## src/rtl/matrix_pkg.sv

```systemverilog
// Shared types and helpers for the 8x8 LED matrix scan driver and its frame store.
package matrix_pkg;

    localparam int MATRIX_ROWS = 8;
    localparam int MATRIX_COLS = 8;
    localparam int ROW_IDX_W   = 3;

    typedef enum logic {
        BLANK = 1'b0,
        DRIVE = 1'b1
    } scan_state_t;

    // Converts a logical bitmap (1 = active) into pin levels for the given polarity.
    function automatic logic [MATRIX_COLS-1:0] map_level(
        input logic [MATRIX_COLS-1:0] bits,
        input logic                   active_high
    );
        return active_high ? bits : ~bits;
    endfunction

endpackage

```

## src/rtl/matrix_frame_buffer.sv

```systemverilog
// Double-buffered 8x8 frame store: writers fill the back bank while the scanner
// reads the front bank; a swap pulse exchanges the roles without copying data.
module matrix_frame_buffer
    import matrix_pkg::*;
(
    input  logic                   clk,
    input  logic                   rst_n,
    input  logic                   wr_en,
    input  logic [ROW_IDX_W-1:0]   wr_row,
    input  logic [MATRIX_COLS-1:0] wr_data,
    input  logic                   swap,
    input  logic [ROW_IDX_W-1:0]   rd_row,
    output logic [MATRIX_COLS-1:0] rd_data
);

    logic                   front_bank;
    logic [MATRIX_COLS-1:0] bank [2][MATRIX_ROWS];

    // Bank storage and front-bank select; the front bank is never written.
    always_ff @(posedge clk) begin
        if (!rst_n) begin
            front_bank <= 1'b0;
            for (int b = 0; b < 2; b++) begin
                for (int r = 0; r < MATRIX_ROWS; r++) begin
                    bank[b][r] <= '0;
                end
            end
        end else begin
            if (wr_en) begin
                bank[~front_bank][wr_row] <= wr_data;
            end
            if (swap) begin
                front_bank <= ~front_bank;
            end
        end
    end

    assign rd_data = bank[front_bank][rd_row];

endmodule

```

## src/rtl/led_matrix_scan_driver.sv

```systemverilog
// Row-multiplexed 8x8 LED matrix driver: blanks, then lights each row in turn from
// the front bank, and swaps banks only at the end of row 7 so frames never tear.
module led_matrix_scan_driver
    import matrix_pkg::*;
#(
    parameter int ROW_DWELL_CYCLES = 2000,
    parameter int BLANK_CYCLES     = 16,
    parameter int ROW_ACTIVE_HIGH  = 1,
    parameter int COL_ACTIVE_LOW   = 1
) (
    input  logic                   CLK,
    input  logic                   RST_N,
    input  logic                   wr_valid,
    output logic                   wr_ready,
    input  logic [ROW_IDX_W-1:0]   wr_row,
    input  logic [MATRIX_COLS-1:0] wr_data,
    input  logic                   commit,
    output logic                   commit_pending,
    output logic                   frame_start,
    output logic [MATRIX_ROWS-1:0] ROW,
    output logic [MATRIX_COLS-1:0] COL
);

    // The counter runs 1..N inside each state; the reset value 0 is a one-off
    // prelude so the first cycle after reset release is BLANK cycle 1 of row 0.
    localparam int CNT_MAX = (ROW_DWELL_CYCLES > BLANK_CYCLES) ? ROW_DWELL_CYCLES : BLANK_CYCLES;
    localparam int CNT_W   = $clog2(CNT_MAX + 1);

    localparam logic [CNT_W-1:0]       CNT_ONE    = CNT_W'(1);
    localparam logic [CNT_W-1:0]       BLANK_LAST = CNT_W'(BLANK_CYCLES);
    localparam logic [CNT_W-1:0]       DRIVE_LAST = CNT_W'(ROW_DWELL_CYCLES);
    localparam logic [ROW_IDX_W-1:0]   LAST_ROW   = ROW_IDX_W'(MATRIX_ROWS - 1);
    localparam logic [MATRIX_ROWS-1:0] ROW_FIRST  = 8'h80;
    localparam logic                   ROW_HIGH   = (ROW_ACTIVE_HIGH != 0);
    localparam logic                   COL_HIGH   = (COL_ACTIVE_LOW == 0);
    localparam logic [MATRIX_ROWS-1:0] ROW_OFF    = ROW_HIGH ? 8'h00 : 8'hFF;
    localparam logic [MATRIX_COLS-1:0] COL_OFF    = COL_HIGH ? 8'h00 : 8'hFF;

    scan_state_t            state, next_state;
    logic [CNT_W-1:0]       cnt, next_cnt;
    logic [ROW_IDX_W-1:0]   row_idx, next_row;
    logic [MATRIX_ROWS-1:0] next_row_pins;
    logic [MATRIX_COLS-1:0] next_col_pins;
    logic [MATRIX_COLS-1:0] front_data;
    logic                   next_pending, next_ready, next_frame_start;
    logic                   swap, wr_en;

    assign wr_en = wr_valid && wr_ready;

    matrix_frame_buffer u_frame_buffer (
        .clk     (CLK),
        .rst_n   (RST_N),
        .wr_en   (wr_en),
        .wr_row  (wr_row),
        .wr_data (wr_data),
        .swap    (swap),
        .rd_row  (row_idx),
        .rd_data (front_data)
    );

    // Next-state logic: scan sequencing, pin values, commit/swap handshake and frame marker.
    always_comb begin
        next_state    = state;
        next_cnt      = cnt + CNT_ONE;
        next_row      = row_idx;
        next_row_pins = ROW;
        next_col_pins = COL;
        swap          = 1'b0;

        case (state)
            BLANK: begin
                if (cnt == BLANK_LAST) begin
                    next_state    = DRIVE;
                    next_cnt      = CNT_ONE;
                    next_row_pins = map_level(ROW_FIRST >> row_idx, ROW_HIGH);
                    next_col_pins = map_level(front_data, COL_HIGH);
                end
            end
            DRIVE: begin
                if (cnt == DRIVE_LAST) begin
                    next_state    = BLANK;
                    next_cnt      = CNT_ONE;
                    next_row      = row_idx + ROW_IDX_W'(1);
                    next_row_pins = ROW_OFF;
                    next_col_pins = COL_OFF;
                    swap          = (row_idx == LAST_ROW) && commit_pending;
                end
            end
        endcase

        next_pending = commit_pending;
        next_ready   = wr_ready;
        if (swap) begin
            next_pending = 1'b0;
            next_ready   = 1'b1;
        end else if (commit && !commit_pending) begin
            next_pending = 1'b1;
            next_ready   = 1'b0;
        end

        next_frame_start = (next_state == BLANK) && (next_cnt == CNT_ONE) && (next_row == '0);
    end

    // State, counters and registered pin/handshake outputs.
    always_ff @(posedge CLK) begin
        if (!RST_N) begin
            state          <= BLANK;
            cnt            <= '0;
            row_idx        <= '0;
            ROW            <= ROW_OFF;
            COL            <= COL_OFF;
            commit_pending <= 1'b0;
            wr_ready       <= 1'b1;
            frame_start    <= 1'b0;
        end else begin
            state          <= next_state;
            cnt            <= next_cnt;
            row_idx        <= next_row;
            ROW            <= next_row_pins;
            COL            <= next_col_pins;
            commit_pending <= next_pending;
            wr_ready       <= next_ready;
            frame_start    <= next_frame_start;
        end
    end

endmodule

```

## config.mk

```make
export PLATFORM = sky130hd
export DESIGN_NAME = led_matrix_scan_driver
export DESIGN_NICKNAME = d
export VERILOG_FILES = /design/src/rtl/matrix_pkg.sv /design/src/rtl/matrix_frame_buffer.sv /design/src/rtl/led_matrix_scan_driver.sv
export SDC_FILE = /design/constraint.sdc
export NUM_CORES = 1
export LEC_CHECK = 0
export CAP_MARGIN = 10
export CORE_MARGIN = 1.5
export CORE_UTILIZATION = 39
export CTS_CLUSTER_DIAMETER = 60
export DETAILED_ROUTE_END_ITERATION = 12
export GPL_ROUTABILITY_DRIVEN = 0
export PLACE_DENSITY = 0.62
export SLEW_MARGIN = 20
export SYNTH_ARGS = -nofsm -noshare
export SYNTH_HDL_FRONTEND = slang
export SYNTH_HIERARCHICAL = 1
export SYNTH_SLANG_ARGS = --single-unit
```

## constraint.sdc

```tcl
create_clock -name CLK -period 2.6 [get_ports CLK]
set_clock_uncertainty 0.15 [all_clocks]
set_input_delay 0.52 -clock CLK [delete_from_list [all_inputs] [get_ports CLK]]
set_output_delay 0.52 -clock CLK [all_outputs]
set_load 0.02 [all_outputs]
```

==> run metrics <==
min-delay worst type=reg -> reg; die area=19,000 um^2; sequential share of the synthesized area=0.645; element type at the critical path start=register; postcts setup bufs=0; Worst EP arrival=2420 ps; final setup vio count=0; CTS Hold Bufs=0; layout cells sized above 1=0.165; Final ANT Viol Nets=0; max_cap viols=0; Synth top cells by count=128 x edfxtp_1, 84 x nor2_1, 47 x nand2_1; routed len/inst=20.9 um; Detailed Route WL=17.0 mm; setup_tns=0 ps; most frequent cell after synthesis=edfxtp_1; hold path depth=2; TritonCTS buffer count=17; CTS clk-pin slew, worst paths=60 ps; Worst R2R Setup Slack=400 ps; Final Worst Setup Slack=397 ps; total congestion overflow=0; Peak VDD IR=0.000453 V; Post-route DRC=0; starting density of the core=0.395; min cycle time layout=2200 ps; Final period util=0.847; Mapped Nets=524; vias per cell=5.52; clk_lat worst skew=420 ps; Initial DRC Count=497; Worst setup EP type=register; Cells after Synth=501; Placement Setup Slack=74.7 ps; die width=138 um; Rel. slew slack=0.532; area delta synth->final=20.0%; average size of a mapped cell=14.1 um^2; clock tree sinks=164; H-Tree Depth=4; CP max stage cell=mux4_1; Row Count=49; Core Footprint=17,900 um^2; Synth area leader=edfxtp_1; final slew viol count=0; Ys Warns=6; CP required=2820 ps; Die Y-Extent=138 um; P per Cell Area=696 nW/um^2; overall routing resource usage=0.193; end of the worst register-to-register path=COL[0]; Worst-Margin Slew=701 ps; hold path startpoint=COL[4]; outcome=finished clean; initial antenna violation count=0; Nets=591; top-level I/O count=34; Max Clk Rate=454 MHz; Resized Gates After CTS=0; Root Driver=clkbuf_16; Finished Core Util=0.474; Mapped Area=7080 um^2; clk buf depth=2; final hold vios=0; Vias=4,472; crit path max fanout=32; Synth cell types=49; Worst Hold Path EP=COL[4]; first-pass GRT wire length=25.9 mm; R2R depth=6; dominant synthesized flop cell=edfxtp_1; Setup CP Type=reg -> reg; Final HPWL DP=11.9 mm; Post-synth EDFFs=128; top post-synthesis cells by area=edfxtp_1 54%, dfxtp_1 10%, mux4_2 5.7%; DRT Pass-1 Iters=5; leak pwr=2.99 nW; CP dominant cell by count=nand2_1; unrepaired setup endpoints after global routing=false; vias in the first global route=4,475; largest net degree at the start of global routing=35; Crit path largest cell delay=640 ps; #FFs+latches synth=164; CP cell instances=buf_12 > mux4_1 > a22oi_1 > nand2_1 > o2bb2ai_1 > nand2_1; fraction of registers with async set/reset=0; CTS tree=done; Synth top area share=0.543; diode count=0; number of I/O port buffers=33
final cells by class:
class                           count  area, um^2
Inverter                           17        63.8
Sequential cell                   164        4570
Clock inverter                     15         205
Clock buffer                       17         425
Multi-Input combinational cell    296        2290
Timing Repair Buffer               72         648
Tap cell                          229         287
Fill cell                        1570        9410
placed cells by master (no fill, tap or decap), drive strengths merged, types with 8 or more instances in the layout:
| cell | instances |
|---|---|
| a22oi | 21 |
| and2 | 9 |
| buf | 39 |
| clkbuf | 17 |
| clkdlybuf4s50 | 33 |
| dfxtp | 36 |
| edfxtp | 128 |
| ha | 8 |
| inv | 20 |
| mux4 | 32 |
| nand2 | 48 |
| nand3 | 10 |
| nor2 | 85 |
| nor2b | 14 |
| o2bb2ai | 9 |
state kept, by name (all words and copies together), names as in the netlist, named ones only:
signal and flops:
COL 8, commit_pending 1, frame_start 1, u_frame_buffer/front_bank 1, u_frame_buffer/bank 128, cnt 11, wr_ready 1, state 1
ROW 8, row_idx 3
where the power goes:
group / total [W] / switching, W / internal [W]
Sequential: 0.00298 / 0.0000398 / 0.00294
Clock: 0.00265 / 0.00104 / 0.00162
Combinational: 0.000269 / 0.000159 / 0.000110
metal layers:
metal	vias to the layer above	global-route usage	wire (um)
li1	2001	-	-
met1	2266	0.247	7230
met2	187	0.318	8140
met3	18	0.0515	1310
met4	0	0.0654	270
met5	-	0	0
worst max-delay path, delay by kind of cell, from the launching register on:
| kind | cells | cell delay [ps] |
|---|---|---|
| buffers and inverters | 1 | 250 |
| muxes | 1 | 640 |
| DFF | 1 | 340 |
| and+or+nand+nor | 2 | 210 |
| AOI/OAI and AO/OA | 2 | 530 |
worst max-delay path by stage:
stage	endpoint	slack, ps	depth (start not counted)
2_1_floorplan	u_frame_buffer/bank[1][48]	550	3
3_3_place_gp	u_frame_buffer/bank[1][17]	110	5
3_5_place_dp	u_frame_buffer/bank[0][61]	70	5
4_1_cts	COL[2]	400	6
5_1_grt	COL[0]	280	6
6_report	COL[0]	400	6
per-stage QoR:
stage	total power, W	std cells	instance area, um^2	hold slack (ps)
2_1_floorplan	0.00316	501	7080	332
3_3_place_gp	0.00330	778	7860	300
3_5_place_dp	0.00331	778	7860	322
4_1_cts	0.00595	810	8490	336
5_1_grt	0.00609	810	8490	347
6_report	0.00590	810	8490	334
cell families (layout without fill, tap and decap cells):
family                     count (synthesis)  after routing  synth area share
and+or+nand+nor                          189            189             0.124
DFF                                      164            164             0.645
AOI/OAI and AO/OA                         51             51            0.0564
buffers and inverters                     41            121            0.0308
muxes                                     34             34             0.112
xor gates and xnor gates                  14             14            0.0173
adders and majority gates                  8              8            0.0141
No activity file was read; power rests on OpenSTA's default activity.
